`config.mk`:
```
export PLATFORM = sky130hd
export DESIGN_NAME = avalon_host_master_flat
export DESIGN_NICKNAME = d
export VERILOG_FILES = /design/src/rtl/avalon_host_master_if.sv /design/src/rtl/avalon_host_master.sv /design/src/flat_wrapper.sv
export SDC_FILE = /design/constraint.sdc
export NUM_CORES = 1
export LEC_CHECK = 0
export ABC_AREA = 1
export CORE_MARGIN = 3
export CORE_UTILIZATION = 29
export DETAILED_ROUTE_END_ITERATION = 16
export HOLD_SLACK_MARGIN = 0.03
export PLACE_DENSITY = 0.62
export SYNTH_ARGS = -nofsm -noshare
export SYNTH_HDL_FRONTEND = slang
export SYNTH_SLANG_ARGS = --single-unit
```
`constraint.sdc`:
```
create_clock -name clk -period 2.35 [get_ports clk]
set_input_delay 0.705 -clock clk [delete_from_list [all_inputs] [get_ports clk]]
set_output_delay 0.705 -clock clk [all_outputs]
set_load 0.02 [all_outputs]
```
`src/rtl/avalon_host_master_if.sv`:
```
// Avalon-MM bus bundle between the host master and the accelerator slave.
// master: drives address/read/write/writedata/beginbursttransfer/burstcount;
// slave: drives waitrequest/readdata/readdatavalid/response/writeresponsevalid.
interface avalon_host_master_if #(
   parameter int ADDR_W  = 13,
   parameter int DATA_W  = 32,
   parameter int BURST_W = 10
);
   logic [ADDR_W-1:0]  address;
   logic               read;
   logic               write;
   logic [DATA_W-1:0]  writedata;
   logic               beginbursttransfer;
   logic [BURST_W-1:0] burstcount;
   logic               waitrequest;
   logic [DATA_W-1:0]  readdata;
   logic               readdatavalid;
   logic [1:0]         response;
   logic               writeresponsevalid;

   modport master (
      output address, read, write, writedata,
      output beginbursttransfer, burstcount,
      input  waitrequest, readdata, readdatavalid,
      input  response, writeresponsevalid
   );

   modport slave (
      input  address, read, write, writedata,
      input  beginbursttransfer, burstcount,
      output waitrequest, readdata, readdatavalid,
      output response, writeresponsevalid
   );
endinterface

```
`src/rtl/avalon_host_master.sv`:
```
// Avalon-MM initiator: turns WRITE/READ/BURST_WR/POLL commands into bus cycles.
// Ports: clk/rst, cmd_* command port, wd_* burst word stream,
// done/done_code/rdata completion, av = Avalon master bundle.
module avalon_host_master #(
   parameter int ADDR_W     = 13,
   parameter int DATA_W     = 32,
   parameter int BURST_W    = 10,
   parameter int POLL_LIMIT = 1024,
   parameter int RD_TIMEOUT = 256
) (
   input  logic               clk,
   input  logic               rst,
   input  logic               cmd_valid,
   output logic               cmd_ready,
   input  logic [1:0]         cmd_op,
   input  logic [ADDR_W-1:0]  cmd_addr,
   input  logic [BURST_W-1:0] cmd_len,
   input  logic [DATA_W-1:0]  cmd_data,
   input  logic               wd_valid,
   output logic               wd_ready,
   input  logic [DATA_W-1:0]  wd_data,
   output logic               done,
   output logic [1:0]         done_code,
   output logic [DATA_W-1:0]  rdata,
   avalon_host_master_if.master av
);
   localparam int TW = $clog2(RD_TIMEOUT + 1);
   localparam int PW = $clog2(POLL_LIMIT + 1);

   typedef enum logic [2:0] {
      IDLE, WR, RD_REQ, RD_WAIT, BURST, POLL_REQ, POLL_WAIT, FIN
   } state_t;

   state_t             state;
   logic [DATA_W-1:0]  mask;
   logic [BURST_W-1:0] len;
   logic [BURST_W-1:0] beats;
   logic [TW-1:0]      tmr;
   logic [PW-1:0]      polls;
   logic               wr_acc;

   always_ff @(posedge clk) begin
      if (rst) begin
         state                 <= IDLE;
         cmd_ready             <= 1'b1;
         wd_ready              <= 1'b0;
         done                  <= 1'b0;
         done_code             <= 2'b00;
         rdata                 <= '0;
         av.address            <= '0;
         av.read               <= 1'b0;
         av.write              <= 1'b0;
         av.writedata          <= '0;
         av.beginbursttransfer <= 1'b0;
         av.burstcount         <= '0;
         mask                  <= '0;
         len                   <= '0;
         beats                 <= '0;
         tmr                   <= '0;
         polls                 <= '0;
         wr_acc                <= 1'b0;
      end else begin
         done <= 1'b0;
         unique case (state)
            IDLE: begin
               if (cmd_valid) begin
                  cmd_ready  <= 1'b0;
                  av.address <= cmd_addr;
                  mask       <= cmd_data;
                  len        <= cmd_len;
                  beats      <= '0;
                  tmr        <= '0;
                  polls      <= '0;
                  wr_acc     <= 1'b0;
                  done_code  <= 2'b00;
                  unique case (cmd_op)
                     2'b00: begin
                        state        <= WR;
                        av.write     <= 1'b1;
                        av.writedata <= cmd_data;
                     end
                     2'b01: begin
                        state   <= RD_REQ;
                        av.read <= 1'b1;
                     end
                     2'b10: begin
                        if (cmd_len == '0) begin
                           state     <= FIN;
                           done      <= 1'b1;
                           done_code <= 2'b11;
                        end else begin
                           state         <= BURST;
                           wd_ready      <= 1'b1;
                           av.burstcount <= cmd_len;
                        end
                     end
                     2'b11: begin
                        state   <= POLL_REQ;
                        av.read <= 1'b1;
                     end
                  endcase
               end
            end

            // Second phase waits one cycle for an optional write response.
            WR: begin
               if (!wr_acc) begin
                  if (!av.waitrequest) begin
                     av.write <= 1'b0;
                     wr_acc   <= 1'b1;
                  end
               end else begin
                  if (av.writeresponsevalid && av.response != 2'b00)
                     done_code <= 2'b01;
                  state <= FIN;
                  done  <= 1'b1;
               end
            end

            RD_REQ, POLL_REQ: begin
               if (!av.waitrequest) begin
                  av.read <= 1'b0;
                  tmr     <= '0;
                  if (state == POLL_REQ) begin
                     polls <= polls + PW'(1);
                     state <= POLL_WAIT;
                  end else begin
                     state <= RD_WAIT;
                  end
               end
            end

            RD_WAIT, POLL_WAIT: begin
               if (av.readdatavalid) begin
                  rdata <= av.readdata;
                  if (av.response != 2'b00) begin
                     state     <= FIN;
                     done      <= 1'b1;
                     done_code <= 2'b01;
                  end else if (state == RD_WAIT ||
                               (av.readdata & mask) != '0) begin
                     state     <= FIN;
                     done      <= 1'b1;
                     done_code <= 2'b00;
                  end else if (polls == PW'(POLL_LIMIT)) begin
                     state     <= FIN;
                     done      <= 1'b1;
                     done_code <= 2'b10;
                  end else begin
                     state   <= POLL_REQ;
                     av.read <= 1'b1;
                  end
               end else if (tmr == TW'(RD_TIMEOUT - 1)) begin
                  state     <= FIN;
                  done      <= 1'b1;
                  done_code <= 2'b10;
               end else begin
                  tmr <= tmr + TW'(1);
               end
            end

            // One word held at a time: wd_ready is high exactly while
            // writedata is empty, so a load never collides with a beat.
            BURST: begin
               if (av.write) begin
                  if (!av.waitrequest) begin
                     av.write              <= 1'b0;
                     av.beginbursttransfer <= 1'b0;
                     av.burstcount         <= '0;
                     av.address            <= '0;
                     beats                 <= beats + BURST_W'(1);
                     if (beats == len - BURST_W'(1)) begin
                        state     <= FIN;
                        done      <= 1'b1;
                        done_code <= 2'b00;
                     end else begin
                        wd_ready <= 1'b1;
                     end
                  end
               end else if (wd_ready && wd_valid) begin
                  wd_ready     <= 1'b0;
                  av.write     <= 1'b1;
                  av.writedata <= wd_data;
                  if (beats == '0)
                     av.beginbursttransfer <= 1'b1;
               end
            end

            FIN: begin
               state     <= IDLE;
               cmd_ready <= 1'b1;
            end

            default: state <= IDLE;
         endcase
      end
   end
endmodule
```
`src/flat_wrapper.sv`:
```
// flat-port wrapper written by rule: the top's interface ports become plain ports
module avalon_host_master_flat 
#(
   parameter int ADDR_W     = 13,
   parameter int DATA_W     = 32,
   parameter int BURST_W    = 10,
   parameter int POLL_LIMIT = 1024,
   parameter int RD_TIMEOUT = 256
)
  (clk, rst, cmd_valid, cmd_ready, cmd_op, cmd_addr, cmd_len, cmd_data, wd_valid, wd_ready, wd_data, done, done_code, rdata, av_address, av_read, av_write, av_writedata, av_beginbursttransfer, av_burstcount, av_waitrequest, av_readdata, av_readdatavalid, av_response, av_writeresponsevalid);
  avalon_host_master_if #(.ADDR_W(ADDR_W), .DATA_W(DATA_W), .BURST_W(BURST_W)) av_i ();
  input  logic clk;
  input  logic rst;
  input  logic cmd_valid;
  output logic cmd_ready;
  input  logic [1:0] cmd_op;
  input  logic [ADDR_W-1:0] cmd_addr;
  input  logic [BURST_W-1:0] cmd_len;
  input  logic [DATA_W-1:0] cmd_data;
  input  logic wd_valid;
  output logic wd_ready;
  input  logic [DATA_W-1:0] wd_data;
  output logic done;
  output logic [1:0] done_code;
  output logic [DATA_W-1:0] rdata;
  output wire logic [$bits(av_i.address)-1:0] av_address;
  output wire logic [$bits(av_i.read)-1:0] av_read;
  output wire logic [$bits(av_i.write)-1:0] av_write;
  output wire logic [$bits(av_i.writedata)-1:0] av_writedata;
  output wire logic [$bits(av_i.beginbursttransfer)-1:0] av_beginbursttransfer;
  output wire logic [$bits(av_i.burstcount)-1:0] av_burstcount;
  input wire logic [$bits(av_i.waitrequest)-1:0] av_waitrequest;
  input wire logic [$bits(av_i.readdata)-1:0] av_readdata;
  input wire logic [$bits(av_i.readdatavalid)-1:0] av_readdatavalid;
  input wire logic [$bits(av_i.response)-1:0] av_response;
  input wire logic [$bits(av_i.writeresponsevalid)-1:0] av_writeresponsevalid;
  assign av_address = av_i.address;
  assign av_read = av_i.read;
  assign av_write = av_i.write;
  assign av_writedata = av_i.writedata;
  assign av_beginbursttransfer = av_i.beginbursttransfer;
  assign av_burstcount = av_i.burstcount;
  assign av_i.waitrequest = av_waitrequest;
  assign av_i.readdata = av_readdata;
  assign av_i.readdatavalid = av_readdatavalid;
  assign av_i.response = av_response;
  assign av_i.writeresponsevalid = av_writeresponsevalid;
  avalon_host_master #(.ADDR_W(ADDR_W), .DATA_W(DATA_W), .BURST_W(BURST_W), .POLL_LIMIT(POLL_LIMIT), .RD_TIMEOUT(RD_TIMEOUT)) u_core (.clk(clk), .rst(rst), .cmd_valid(cmd_valid), .cmd_ready(cmd_ready), .cmd_op(cmd_op), .cmd_addr(cmd_addr), .cmd_len(cmd_len), .cmd_data(cmd_data), .wd_valid(wd_valid), .wd_ready(wd_ready), .wd_data(wd_data), .done(done), .done_code(done_code), .rdata(rdata), .av(av_i));
endmodule
```
==> results of run 1 <==
[flip-flops by register name, indices dropped and copies added, names as in the netlist, 2 cells and up]
| name | flops |
|---|---|
| u_core.polls | 11 |
| u_core.done_code | 2 |
| u_core.state | 3 |
| u_core.av.address | 13 |
| u_core.av.burstcount | 10 |
| u_core.len | 10 |
| u_core.mask | 32 |
| u_core.beats | 10 |
| u_core.rdata | 32 |
| u_core.av.writedata | 32 |
| u_core.tmr | 9 |
[stage by stage]
step	setup WS (ps)	hold slack, ps	TNS (ps)
2_1_floorplan	496	421	0
3_3_place_gp	-175	431	-5050
3_5_place_dp	-176	436	-5180
4_1_cts	43.8	447	0
5_1_grt	34.5	467	0
6_report	178	444	0
[worst min-delay path, delay by kind of cell (launching register included)]
kind            cells  cell delay, ps
flops               1             310
buf+inv             1              40
compound gates      1              50
[Yosys cell counts]
cell type and count:
o21ai_0 58, nand2_1 356, xnor2_1 5, inv_2 11, a211oi_1 7, xor2_1 3
nor3_2 2, nor3_4 2, clkbuf_1 38, nand3b_1 14, nor2_4 4, nor3b_1 3
clkinv_1 2, nor2_2 4, a21oi_2 2, o211ai_1 2, nor3_1 17, ha_1 7
nand2_2 5, o21ai_2 2, buf_4 2, nor2_1 134, o41ai_1 1, nand2_4 1
nand3_1 37, dfxtp_1 171, buf_2 12, xnor3_1 1, inv_1 98, a21o_1 1
o21ai_1 32, nor4_1 3, a21oi_1 133, nand4_1 9, or2_2 2, a31oi_1 1
buf_1 2, or3b_1 1
[power groups by stage]
stage | Sequential (µW) | Combinational (µW) | Clock [µW]
after global routing | 3960 | 6040 | 3100
after CTS | 3870 | 5430 | 2980
after global placement | 3920 | 5380 | 0
final | 3870 | 5410 | 2880
after detailed placement | 3930 | 5420 | 0
after floorplan | 4320 | 2860 | 0
[worst paths after layout]
kind,start,end,slack (ps),cells past startpoint
worst max-delay path,u_core.done_code[1],done_code[1],180,1
worst min-delay path,u_core.av.writedata[28],u_core.av.writedata[28],440,2
worst max register to register,u_core.state[1],u_core.av.writedata[29],220,9
worst min register to register,u_core.av.writedata[28],u_core.av.writedata[28],440,2
[kinds of logic after synthesis]
group                      after synthesis  synth area share, %
AOI/OAI and AO/OA                      239                 15.5
xor gates and xnor gates                 9                 1.16
adders and majority gates                7                 1.10
buffers and inverters                  165                 8.04
DFF                                    171                 42.9
and+or+nand+nor                        594                 31.3
[metal layers]
metal  vias to the layer above  global-route usage [%]  part of all wire (%)
met1                      3718                    22.5                    46
li1                       4283                       -                     -
met2                       200                    28.2                    46
met5                         -                       0                 0.078
met4                         2                    5.31                   2.3
met3                        33                    4.64                   5.4
[final cells by class]
cell class / count / share of cell area (%)
flip-flops and latches: 171 / 29.8
inverters: 111 / 3.63
well taps: 341 / 3.72
multi-input cells: 849 / 34.3
repair buffers: 274 / 23.2
clock inverters: 14 / 1.48
clock buffers: 18 / 3.83
==> results.json, run 1 <==
{
  "placedCellCount": 1746,
  "multi_input_area_mm2": 0.00393,
  "ys_ff_latch": 171,
  "synth_cells": 1185,
  "p_comb_share_pct": 44.5,
  "status": "complete, no violations",
  "grt_pass1_wl_um": 40900,
  "wire_per_inst_um": 14.5,
  "slew_violations": 0,
  "crit_path_top_delay_cell": "clkdlybuf4s50_1",
  "ys_types": 38,
  "path_class": "reg -> out",
  "antenna_found_initial": 1,
  "grt_pass1_vias": 8078,
  "via_count": 8236,
  "fill_cells": 2811,
  "p_leak_uw": 0.00474,
  "synthTopCellsByArea": "dfxtp_1 43%, nand2_1 17%, a21oi_1 8.3%, nor2_1 6.3%, inv_1 4.6%",
  "ys_seq_area_share_pct": 42.9,
  "area_growth_pct": 43.7,
  "relSlewSlack_pct": 56.0,
  "dpl_cell_area_mm2": 0.0108,
  "finalCritPeriodShare_pct": 92.4,
  "die_area_mm2": 0.0296,
  "die_width_um": 172,
  "path_buf_inv": 1,
  "p_switching_uw": 5040,
  "timing.final.hold_violations": 0,
  "layout.area.seq_mm2": 0.00342,
  "cpPeakStageDelay_ps": 680,
  "cp_data_required_time_ps": 1640,
  "final_cell_mix": "355 x nand2_1, 222 x clkdlybuf4s50_1, 171 x dfxtp_1",
  "avgSynthCellArea_um2": 6.74,
  "synth_top_area_share_pct": 42.9,
  "first_pass_iters": 5,
  "crit_family": "buffers and inverters",
  "swShare_pct": 41.5,
  "fin_skew_ps": 16.8,
  "num_io_pins": 225,
  "grt_max_degree": 65,
  "hold_class": "reg -> reg",
  "vias_per_cell": 4.63,
  "clock_latency_ps": 450,
  "portBuffers": 224,
  "rsz0062_at_grt": "no",
  "start_util_pct": 29.5,
  "clk_path_buf_depth": 2,
  "fin_nets": 1561,
  "drcViolationCount": 0,
  "die_h_um": 172,
  "track_usage_pct": 17.3,
  "cp_max_fo": 2,
  "pwr-share-seq_pct": 31.8,
  "drt_iter0_drc": 403,
  "yosys_warnings": 0,
  "period_minus_slack_ps": 2170,
  "finalPower_uw": 12200,
  "maxCapViolCount": 0,
  "fin_area_mm2": 0.0115,
  "cts_resized": 0,
  "cts_tree": "built",
  "p_int_uw": 7110,
  "path_cells": "clkdlybuf4s50_1",
  "netlist_area_mm2": 0.00799,
  "cts_hold_buf": 0,
  "routed_wl_um": 25700,
  "startpoint_type": "flip-flop",
  "cts_root_buf": "clkbuf_16",
  "final_common_cell": "nand2_1",
  "setup_viol": 0,
  "htreeDepth": 4,
  "finalNonFillerCells": 1778,
  "clk_pin_slew_worst_paths_ps": 70,
  "rows": 60,
  "cts_buffers": 17,
  "clock_sinks": 171,
  "end_kind": "output pin",
  "post_cts_buffers": 0,
  "antenna_left": 0,
  "clock_power_share_pct": 23.7,
  "worst_pin_slew_ps": 653,
  "finish.utilization_pct": 42.4,
  "cp.arrival_ps": 1470,
  "core_area_mm2": 0.0270,
  "synth_nets": 1322,
  "overflow": 0,
  "antennaDiodeCount": 0,
  "gp_congestion": 0.883,
  "max_freq_mhz": 460,
  "dp_hpwl_um": 19100,
  "ir_drop_mv": 0.486,
  "drive_above_1_share_pct": 8.63,
  "power.density_mw_per_mm2": 1060,
  "synth_top_area_cell": "dfxtp_1"
}
Note: power is estimated with default switching activity, not from simulation.
==> inputs of run 2 (changes only) <==
--- a/config.mk
+++ b/config.mk
@@ -10,6 +10,7 @@
 export CORE_UTILIZATION = 29
 export DETAILED_ROUTE_END_ITERATION = 16
 export HOLD_SLACK_MARGIN = 0.03
+export MAX_ROUTING_LAYER = met4
 export PLACE_DENSITY = 0.62
 export SYNTH_ARGS = -nofsm -noshare
 export SYNTH_HDL_FRONTEND = slang
==> run 2 against run 1 <==
  * Largest power group unchanged
  * Highest routed layer is now met4
  * Critical endpoint is now av_read
  * Clock skew fell by 2.7 ps
  * Critical path depth did not move
  * Cell area rose by 0.36%
  * Utilization rose by 0.15 points
  * Wire length rose by 1.1%
  * Critical path type unchanged
==> results.json, run 2 (synthesis results as in run 1) <==
{
  "hold_class": "reg -> reg",
  "layout.area.seq_mm2": 0.00342,
  "end_kind": "output pin",
  "drt_iter0_drc": 304,
  "gp_congestion": 0.877,
  "overflow": 0,
  "clk_pin_slew_worst_paths_ps": 80,
  "num_io_pins": 225,
  "cts_buffers": 17,
  "cp_max_fo": 2,
  "status": "complete, no violations",
  "drive_above_1_share_pct": 8.88,
  "path_buf_inv": 1,
  "final_common_cell": "nand2_1",
  "die_h_um": 172,
  "fill_cells": 2793,
  "relSlewSlack_pct": 56.2,
  "met1_usage_pct": 22.5,
  "max_freq_mhz": 461,
  "placedCellCount": 1750,
  "fin_ws_ps": 181,
  "via_count": 8210,
  "multi_input_area_mm2": 0.00393,
  "ir_drop_mv": 0.440,
  "dp_hpwl_um": 19300,
  "setup_viol": 0,
  "maxCapViolCount": 0,
  "clock_latency_ps": 430,
  "power.density_mw_per_mm2": 1060,
  "path_cells": "clkdlybuf4s50_1",
  "clk_path_buf_depth": 2,
  "track_usage_pct": 17.7,
  "fin_nets": 1565,
  "rows": 60,
  "rsz0062_at_grt": "no",
  "die_width_um": 172,
  "finalCritPeriodShare_pct": 92.3,
  "fin_skew_ps": 14.2,
  "crit_path_top_delay_cell": "clkdlybuf4s50_1",
  "core_area_mm2": 0.0270,
  "path_class": "reg -> out",
  "start_util_pct": 29.5,
  "worst_pin_slew_ps": 651,
  "final_cell_mix": "355 x nand2_1, 222 x clkdlybuf4s50_1, 171 x dfxtp_1",
  "grt_pass1_vias": 7922,
  "grt_use_met2_pct": 28.1,
  "routed_wl_um": 26000,
  "cts_root_buf": "clkbuf_16",
  "cp.arrival_ps": 1460,
  "startpoint_type": "flip-flop",
  "first_pass_iters": 4,
  "finish.utilization_pct": 42.6,
  "antenna_left": 0,
  "reg_top3": "u_core.av.writedata: 32 flops, u_core.mask: 32 flops, u_core.rdata: 32 flops",
  "crit_family": "buffers and inverters",
  "timing.final.hold_violations": 0,
  "post_cts_buffers": 0,
  "slew_violations": 0,
  "drcViolationCount": 0,
  "antenna_found_initial": 2,
  "met3_usage_pct": 3.93,
  "period_minus_slack_ps": 2170,
  "dpl_worst_slack_ps": -176,
  "vias_per_cell": 4.60,
  "die_area_mm2": 0.0296,
  "clock_sinks": 171,
  "cp_data_required_time_ps": 1640,
  "p_leak_uw": 0.00476,
  "finalNonFillerCells": 1784,
  "grt_pass1_wl_um": 40400,
  "cts_tree": "built",
  "r2r_setup_slack_ps": 260,
  "busiest_layer": "met2",
  "wire_per_inst_um": 14.6,
  "area_growth_pct": 44.2,
  "grt_max_degree": 65,
  "portBuffers": 224,
  "cpPeakStageDelay_ps": 670,
  "htreeDepth": 4
}
run 2: through the flow:
step | TNS, ps | power (µW) | hold slack [ps] | area, µm²
after floorplan | 0 | 7180 | 421 | 7990
after global placement | -4440 | 9350 | 431 | 10900
after detailed placement | -5110 | 9410 | 434 | 10900
after CTS | 0 | 12300 | 445 | 11500
after global routing | 0 | 13100 | 461 | 11500
final | 0 | 12200 | 444 | 11500
run 2: layout make-up:
type	count	area share [%]
Antenna cell	2	0.0435
Clock buffer	17	3.70
Clock inverter	15	1.54
Inverter	111	3.62
Multi-Input combinational cell	849	34.1
Sequential cell	171	29.7
Tap cell	341	3.71
Timing Repair Buffer	278	23.5
run 2: what timing repair did:
action / CTS / global route
gates resized for setup: 0 / 4
hold buffers: 0 / 0
setup endpoints to repair: 0 / 6
run 2: worst paths after layout:
kind | start | endpoint | cells after the start
max | u_core.av.read | av_read | 1
min | u_core.av.writedata[13] | u_core.av.writedata[13] | 2
max reg2reg | u_core.tmr[0] | u_core.done_code[0] | 15
min reg2reg | u_core.av.writedata[13] | u_core.av.writedata[13] | 2
run 2: power breakdown:
| group | internal, µW | total, µW | leakage (µW) | switching, µW |
|---|---|---|---|---|
| clock network | 1440 | 2870 | 0.000294 | 1430 |
| logic | 2200 | 5460 | 0.00307 | 3260 |
| registers | 3490 | 3860 | 0.00140 | 372 |
run 2: worst reg2reg max path, cell delays in order (launching register included):
cell	delay [ps]
dfxtp_1	380
ha_1	190
inv_1	60
nor4_1	230
inv_1	90
nor2_1	110
ha_1	150
nor2_1	60
nand2_1	100
nand3_1	110
nor3_2	140
o21ai_1	100
inv_2	80
nand3_1	70
nand2_1	70
nor2_1	40
run 2: routing by layer:
layer  routed length, µm  vias up
met5                   0        -
li1                    -     4287
met1               12400     3736
met4                 510        0
met3                1070       28
met2               12100      159
